`config.mk`:
```
export PLATFORM = sky130hd
export DESIGN_NAME = instr_fetch
export DESIGN_NICKNAME = d
export VERILOG_FILES = /design/src/rtl/instr_fetch.sv
export SDC_FILE = /design/constraint.sdc
export NUM_CORES = 1
export LEC_CHECK = 0
export ABC_AREA = 1
export BUFFER_PORTS_ARGS = -buffer_cell sky130_fd_sc_hd__buf_2
export CORE_UTILIZATION = 30
export CTS_CLUSTER_SIZE = 24
export DETAILED_ROUTE_END_ITERATION = 12
export SETUP_SLACK_MARGIN = 0.1
export SYNTH_ARGS = -nofsm -noshare
export SYNTH_HDL_FRONTEND = slang
export SYNTH_SLANG_ARGS = --single-unit
```
`constraint.sdc`:
```
create_clock -name clk -period 2.9 [get_ports clk]
set_input_delay 0.435 -clock clk [delete_from_list [all_inputs] [get_ports clk]]
set_output_delay 0.435 -clock clk [all_outputs]
set_load 0.01 [all_outputs]
```
`src/rtl/instr_fetch.sv`:
```
// Instruction fetch/sequencing stage: walks pc through a synchronous ROM,
// resolves JUMP/HALT locally and issues instructions over a valid/ready handshake.
module instr_fetch #(
  parameter int unsigned ADDR_WIDTH = 4
) (
  input  logic                  clk,
  input  logic                  rst,
  input  logic                  start,
  output logic [ADDR_WIDTH-1:0] mem_addr,
  output logic                  mem_en,
  input  logic [7:0]            mem_data,
  output logic [7:0]            instr,
  output logic [4:0]            operand,
  output logic                  instr_valid,
  input  logic                  instr_ready,
  output logic                  halted,
  output logic                  busy
);

  typedef enum logic [2:0] {
    S_IDLE,
    S_FETCH,
    S_DECODE,
    S_OPFETCH,
    S_OPDECODE,
    S_ISSUE,
    S_HALT
  } state_t;

  state_t                state, state_n;
  logic [ADDR_WIDTH-1:0] pc, pc_n, pc_inc;
  logic [7:0]            instr_q, instr_n;
  logic [4:0]            operand_q, operand_n;
  logic                  halted_q, halted_n;

  assign pc_inc = pc + ADDR_WIDTH'(1);

  always_ff @(posedge clk) begin
    if (!rst) begin
      state     <= S_IDLE;
      pc        <= '0;
      instr_q   <= '0;
      operand_q <= '0;
      halted_q  <= 1'b0;
    end else begin
      state     <= state_n;
      pc        <= pc_n;
      instr_q   <= instr_n;
      operand_q <= operand_n;
      halted_q  <= halted_n;
    end
  end

  always_comb begin
    state_n   = state;
    pc_n      = pc;
    instr_n   = instr_q;
    operand_n = operand_q;
    halted_n  = halted_q;
    case (state)
      S_IDLE: begin
        pc_n = '0;
        if (start) state_n = S_FETCH;
      end
      S_FETCH:   state_n = S_DECODE;
      S_DECODE: begin
        instr_n = mem_data;
        if (mem_data[7:5] == 3'd7) begin
          if (mem_data[4]) begin
            halted_n = 1'b1;
            state_n  = S_HALT;
          end else begin
            // jump target is zero-extended from the low nibble
            pc_n      = '0;
            pc_n[3:0] = mem_data[3:0];
            state_n   = S_FETCH;
          end
        end else if (mem_data[7:5] == 3'd6) begin
          pc_n    = pc_inc;
          state_n = S_OPFETCH;
        end else begin
          operand_n = mem_data[4:0];
          pc_n      = pc_inc;
          state_n   = S_ISSUE;
        end
      end
      S_OPFETCH: state_n = S_OPDECODE;
      S_OPDECODE: begin
        operand_n = mem_data[4:0];
        pc_n      = pc_inc;
        state_n   = S_ISSUE;
      end
      S_ISSUE: begin
        if (instr_ready) state_n = S_FETCH;
      end
      S_HALT: begin
        if (start) begin
          pc_n     = '0;
          halted_n = 1'b0;
          state_n  = S_FETCH;
        end
      end
      default: state_n = S_IDLE;
    endcase
  end

  assign mem_addr    = pc;
  assign mem_en      = (state == S_FETCH) || (state == S_OPFETCH);
  assign instr_valid = (state == S_ISSUE);
  assign busy        = (state != S_IDLE) && (state != S_HALT);
  assign instr       = instr_q;
  assign operand     = operand_q;
  assign halted      = halted_q;

endmodule

```
======== Yosys cells after proc, flatten, opt, wreduce, memory -nomap -nowiden ========
Cells that the tools add are included.
word-level totals
  bits in registers ....................... 21
  latch bits .............................. 0
  output and inout port bits .............. 21
  memories kept ........................... 0
  input bits .............................. 12
  bits in read-only memories .............. 0
  logic and storage cells ................. 52
  bits in writable memories ............... 0
operators by class
  div/mod/pow operators ................... 0
  $add $sub $neg .......................... 1
  shift-type cells ........................ 0
  bitwise logic cells ..................... 0
  mux-type cells .......................... 17
  order comparisons ....................... 0
  eq/ne operators ......................... 17
  multipliers ............................. 0
  reduce and logical (&&, ||, !) cells .... 12
operator list
  operator                                                                 count
  3-bit one-hot mux with 6 select lines                                    1
  4-bit one-hot mux with 4 select lines                                    1
  3-bit == test, second input constant                                     5
  3-bit two-way mux                                                        5
  4-bit two-way mux                                                        3
  5-bit two-way mux                                                        2
  2-bit inequality test, second input constant                             5
  5-bit one-hot mux with 2 select lines                                    1
  3-bit by 2-bit == test with 1-bit output, second input constant          2
  3-bit inequality test, second input constant                             2
  3-bit AND reduction                                                      2
  4-bit by 1-bit adder with 4-bit output, second input constant            1
  2-bit by 1-bit inequality test with 1-bit output, second input constant  2
  4-bit AND reduction                                                      1
  2-bit nonzero test                                                       2
  4-bit nonzero test                                                       1
  3-bit by 1-bit == test with 1-bit output, second input constant          1
  3-bit zero test                                                          1
  1-bit two-way mux                                                        3
  3-bit nonzero test                                                       1
  1-bit one-hot mux with 2 select lines                                    1
  2-bit AND reduction                                                      1
  2-bit OR reduction                                                       1
  1-bit logical AND                                                        1
  1-bit logical OR                                                         1

======== Depth between registers and ports, before layout ========
Gate-level depths: netlist of the first run.
  depth in word-level cells ............... 4
  gate-level depth with buffers ........... 9
  mapped depth without buffers ............ 9

======== Worst setup path before layout of the first run ========
OpenSTA, ideal clock, no wires.
  path type ............................... flip-flop to output port
  start point ............................. register state[1]
  end point ............................... output busy
  required time ........................... 2.465 ns
  path buffers ............................ 1
  data arrival time ....................... 0.741 ns
  stages on the path, launching flop included .. 6
  path slack .............................. 1.724 ns
  cells stage by stage .................... dfxtp_1 > buf_6 > nor2_1 > nand2_1 > nand2_1 > inv_1
between the ends
  cells in the longest elaborated chain, start to end .. 2
  elaborated cells between the ends (all ways) .. 3
  classes of those cells .................. eq/ne: 1; reduce/logical: 2
ends and longest elaborated chain
  what                                                                line  source
  start: declaration                                                  30    state_t state, state_n;
  start signal: assignment                                            46    state <= state_n;
  3-bit inequality test / 3-bit nonzero test (equally long branches)  110   assign busy = (state != S_IDLE) && (state != S_HALT);
  1-bit logical AND (*)                                               110
  end: declaration                                                    17    output logic busy
Every way passes the cells marked *; elsewhere a longest branch is shown, timed or not.

======== Worst setup path after layout of the first run ========
  start point ............................. register state[2]
  end point ............................... output instr_valid
between the ends
  cells in the longest elaborated chain, start to end .. 1
ends and longest elaborated chain
  what              line  source
  3-bit == test     109   assign instr_valid = (state == S_ISSUE);
  end: declaration  14    output logic instr_valid,
No other way between the ends.

==> results of run 1 <==
## cell families after synthesis
| kind of cell | share of synthesized area |
|---|---|
| AO/OA/AOI/OAI | 0.122 |
| adder cells (fa/ha/maj) | 0.0111 |
| buffers and inverters | 0.104 |
| flip-flops | 0.373 |
| AND/OR/NAND/NOR | 0.389 |
## how the worst max path moves through the flow
stage	from	end	slack [ps]	cells after the start
final	state[2]$_SDFFE_PN0P_	instr_valid	1210	3
after global routing	state[2]$_SDFFE_PN0P_	busy	1080	5
after CTS	state[2]$_SDFFE_PN0P_	instr_valid	1190	3
after detailed placement	state[1]$_SDFFE_PN0P_	halted$_SDFFE_PN0P_	1290	4
after global placement	state[1]$_SDFFE_PN0P_	halted$_SDFFE_PN0P_	1360	4
after floorplan	state[1]$_SDFFE_PN0P_	busy	1720	5
## power breakdown
group          internal, mW  switching, mW
sequential            0.353         0.0649
combinational         0.148          0.240
clock                0.0971          0.104
## placed cells by master (no fill, tap or decap)
| master | count |
|---|---|
| dfxtp_1 | 21 |
| o211a_1 | 1 |
| nor3_2 | 1 |
| clkbuf_8 | 3 |
| nand3_1 | 11 |
| clkinvlp_4 | 1 |
| nand4_1 | 3 |
| inv_2 | 3 |
| nand2_1 | 48 |
| nor2_1 | 28 |
| nand2_2 | 3 |
| inv_1 | 18 |
| nand3_2 | 2 |
| nor3_1 | 1 |
| nor2_4 | 1 |
| nand3b_1 | 1 |
| o21ai_0 | 11 |
| a31oi_2 | 1 |
| or2_2 | 1 |
| ha_1 | 1 |
| a21oi_1 | 12 |
| buf_2 | 32 |
## final cells by class
type	instances	share of cell area
Multi-Input combinational cell	126	0.434
Sequential cell	21	0.311
Timing Repair Buffer	32	0.118
Inverter	21	0.0582
Tap cell	46	0.0425
Clock buffer	3	0.0305
Clock inverter	1	0.00555
## state kept, by name (all words and copies together), names as in the netlist
name	count
instr	8
mem_addr	4
state	3
halted	1
operand	5
## layer usage
metal | GRT usage | share of wire
met1 | 0.191 | 0.49
met2 | 0.223 | 0.44
met3 | 0.0362 | 0.059
met4 | 0.0341 | 0.0053
met5 | 0 | 0
## worst max-delay path: stages, from the launching register on
cell and delay [ps]:
dfxtp_1 560, inv_2 110, nor3_2 160, buf_2 160
## Yosys cell counts, drive strengths merged
| master | number | area (µm²) |
|---|---|---|
| or2 | 1 | 6.26 |
| o211a | 1 | 10.0 |
| nand3b | 1 | 7.51 |
| clkbuf | 1 | 3.75 |
| nand4 | 3 | 18.8 |
| dfxtp | 21 | 420 |
| nand3 | 13 | 75.1 |
| nor2 | 29 | 116 |
| ha | 1 | 12.5 |
| buf | 4 | 35.0 |
| a31oi | 1 | 12.5 |
| a21oi | 12 | 60.1 |
| inv | 21 | 78.8 |
| o21ai | 11 | 55.1 |
| nand2 | 51 | 199 |
| nor3 | 2 | 15.0 |
## stage by stage
stage               total power, mW  cells  worst slack (ps)  cell area (µm²)   util
floorplan                     0.705    173              1720             1130      -
global placement              0.813    246              1360             1310  0.376
detailed placement            0.815    246              1290             1310  0.376
CTS                            1.02    250              1190             1350  0.390
global route                   1.10    250              1080             1350  0.390
finish                         1.01    250              1210             1350  0.390
==> results.txt, run 1 <==
final setup TNS: 0 ps
startpoint types: register
Routed Antenna Nets: 0
register area: 420 µm²
Worst Max-Slew Pin Slew: 421 ps
Worst slew margin: 0.718
Reg-to-Reg Start: state[1]$_SDFFE_PN0P_
Die Ht: 63.3 µm
Hold Vio Cnt, Final: 0
part of the Yosys area used for sequential elements: 0.373
flop2flop setup slack: 1300 ps
worst-case reg-to-reg path depth: 4
DR vias/cell: 4.50
clk slew on worst S/H paths: 80 ps
initial drt markers: 50
clk_skew: 1.58 ps
Synth warnings: 0
largest net degree at the start of global routing: 17
clk root buf: clkbuf_8
Crit Path Class: register to output port
VDD IR max: 390 µV
pins over their slew limit: 0
vias in the first global route: 1028
aggregate global-route resource usage: 0.141
routability cong.: 0.786
Syn Std Cell Area: 0.00113 mm²
share of cells above drive strength 1: 0.235
endpoints failing setup: 0
CP Max Fanout: 10
Die X: 63.3 µm
PwrDens: 743 mW/mm²
multi-input logic area: 588 µm²
Reg-to-Reg End: halted$_SDFFE_PN0P_
DR WL/cell: 10.6 µm
die area: 0.00400 mm²
DRC Markers: 0
hold_buf cts: 0
detailed placement HPWL: 1.99 mm
Mapped Avg Cell Area: 6.51 µm²
n_diodes: 0
Netlist cell types: 23
TritonCTS Sinks: 21
hold-critical path depth: 3
post-CTS sizing: 0
P_leak: 0.699 nW
Routed WL: 2.65 mm
nets@finish: 218
Hold WS: 411 ps
initial antenna violation count: 0
CP Capture Type: output port
Setup Fix Bufs, Post-CTS: 0
period utilization: 0.582
outcome: finished, final reports clean
Net Count, Synth: 186
CTS tree: built
largest buffer count on any clock path: 2
Initial Utilization: 0.325
Syn Inst Count: 173
I/O pins: 33
vias: 1126
H-tree levels: 1
Port Buf Inserts: 32
Hold Crit Endpoint: operand[2]$_SDFFE_PN0P_
fill count: 421
hold wc startpoint: mem_data[2]
num rows: 21
area delta synth->final: 20.2%
grt ovf: 0
Clk Latency, worst-skew pair: 260 ps
Final min period: 1690 ps
RSZ-0062 raised after global routing: no
maxcap violations: 0
CP arrival: 1250 ps
Yosys reg bits: 21
global-route wire length before repair: 4.53 mm
fmax: 0.592 GHz
Core Box Area: 0.00347 mm²
CTS Buf Count: 3
worst min path class: input pin to register
drt pass-1 iters: 4
CP Data Required Time: 2470 ps
(Power assumes the default switching activity.)
==> inputs of run 2 (changes only) <==
- clock period: 2.9 -> 1.5 ns (I/O delays scaled with it)
==> results.txt, run 2 (synthesis gave the netlist of run 1 again) <==
outcome: finished, final reports clean
endpoints failing setup: 0 (unchanged)
fmax: 0.734 GHz
Logic pwr share: 0.410 (+0.025)
hold-critical path depth: 3 (unchanged)
Routed WL: 2.76 mm (+4.0%)
final setup margin: 138 ps (-1070 ps)
DR WL/cell: 10.7 µm (+1.2%)
CTS Buf Count: 3 (unchanged)
Final min period: 1360 ps
P_leak: 0.740 nW (+5.9%)
Reg-to-Reg Start: state[0]$_SDFFE_PN0P_
share of cells above drive strength 1: 0.280 (+0.0443)
CP max stage delay: 400 ps (-160 ps)
Flop pwr share: 0.396 (-0.019)
Clk Latency, worst-skew pair: 270 ps (about the same)
CP arrival: 1140 ps (-110 ps)
clk root buf: clkbuf_8
largest buffer count on any clock path: 2 (unchanged)
Internal Power: 1.22 mW (+100%)
flop2flop setup slack: 180 ps (-1120 ps)
drt pass-1 iters: 4 (unchanged)
Hold Vio Cnt, Final: 0 (unchanged)
nets@finish: 225 (+3.2%)
vias in the first global route: 1061 (+3.2%)
aggregate global-route resource usage: 0.144 (+0.00234)
final setup TNS: 0 ps (unchanged)
Routed Antenna Nets: 0 (unchanged)
Clk network pwr share: 0.194 (-0.006)
Inst Count DP: 249 (+1.2%)
hold_buf cts: 0 (unchanged)
Crit. Startpoint: state[0]$_SDFFE_PN0P_
startpoint types: register
num rows: 21 (unchanged)
worst min path class: input pin to register
commonest non-fill, non-tap cell in the layout: nand2_1
clk slew on worst S/H paths: 90 ps (about the same)
maxcap violations: 0 (unchanged)
worst path cell trace: inv_2 -> nor3_2 -> buf_2
DP Worst Slack: 90.6 ps (-1200 ps)
RSZ-0062 raised after global routing: yes
CP Max Fanout: 7 (-3)
die area: 0.00400 mm² (unchanged)
Crit Path Class: register to output port
Largest register FFs: 8 (unchanged)
CTS tree: built
hold wc startpoint: mem_data[2]
DR vias/cell: 4.47 (-0.65%)
switching part of the total power: 0.405 (-0.00162)
Worst slew margin: 0.813 (+0.0945)
detailed placement HPWL: 1.97 mm (-1.1%)
commonest cells after routing, fill and taps aside: 48 x nand2_1, 32 x buf_2, 27 x nor2_1
DRC Markers: 0 (unchanged)
initial drt markers: 37 (-26%)
Initial Utilization: 0.325 (unchanged)
final instance area: 0.00142 mm² (+4.6%)
Port Buf Inserts: 32 (unchanged)
Reg-to-Reg End: operand[3]$_SDFFE_PN0P_
pins over their slew limit: 0 (unchanged)
area delta synth->final: 25.8%
Die Ht: 63.3 µm (unchanged)
period utilization: 0.908
worst-case reg-to-reg path depth: 8 (+4)
H-tree levels: 1 (unchanged)
Net Sw Power: 831 µW (+100%)
CP Data Required Time: 1270 ps (-1200 ps)
TritonCTS Sinks: 21 (unchanged)
vias: 1150 (+2.1%)
Hold Crit Endpoint: operand[2]$_SDFFE_PN0P_
Core Box Area: 0.00347 mm² (unchanged)
Worst Max-Slew Pin Slew: 281 ps (-141 ps)
VDD IR max: 703 µV (+80%)
placed instance area: 0.00133 mm² (+1.7%)
CP Capture Type: output port
PwrDens: 1450 mW/mm² (+95%)
Die X: 63.3 µm (unchanged)
Non-Filler Instances: 257 (+2.8%)
n_diodes: 0 (unchanged)
largest net degree at the start of global routing: 17 (unchanged)
Final Power: 2.05 mW (+100%)
Worst path slowest cell: dfxtp_2
I/O pins: 33 (unchanged)
routability cong.: 0.785 (about the same)
grt ovf: 0 (unchanged)
clk_skew: 4.19 ps (+2.61 ps)
initial antenna violation count: 0 (unchanged)
global-route wire length before repair: 4.69 mm (+3.4%)
[run 2: critical path, delay by kind of cell (launching register included)]
family        cells  cell delay (ps)
flops             1              400
simple gates      1              210
buf+inv           2              260
[run 2: layout make-up]
class | count | area (µm²)
clock buffers | 3 | 41.3
clock inverters | 1 | 5.00
fillers | 384 | 2050
inverters | 21 | 78.8
multi-input cells | 126 | 591
flip-flops and latches | 21 | 427
well taps | 46 | 57.6
repair buffers | 39 | 216
[run 2: timing repair]
item | 4_1_cts | 5_1_grt
gates resized for setup | 4 | 2
buffers inserted | 0 | 4
setup endpoints to repair | 8 | 11
pin swaps | 0 | 2
[run 2: per-layer routing]
layer,vias to the layer above,global-route usage,routed length [µm],part of all wire
met2,30,0.214,1150,0.42
met3,4,0.0272,111,0.040
met5,-,0,0,0
met1,495,0.207,1460,0.53
li1,621,-,-,-
met4,0,0.0426,28,0.010
[run 2: worst max path at each step]
stage                                    end  cells after the start
floorplan           mem_addr[1]$_SDFFE_PN0P_                      7
global placement     operand[1]$_SDFFE_PN0P_                      7
detailed placement   operand[4]$_SDFFE_PN0P_                      7
CTS                                     busy                      5
global route                     instr_valid                      3
finish                           instr_valid                      3
[run 2: stage by stage]
step / hold slack, ps / util
after floorplan: 348 / -
after global routing: 219 / 0.408
after detailed placement: 440 / 0.383
after global placement: 436 / 0.383
final: 207 / 0.408
after CTS: 208 / 0.398
[run 2: power by group through the flow]
stage               Combinational [mW]  Sequential [mW]  Clock, mW
detailed placement               0.786            0.814          0
floorplan                        0.540            0.824          0
global placement                 0.785            0.819          0
CTS                              0.793            0.810      0.395
global route                     0.963            0.834      0.426
finish                           0.841            0.812      0.398
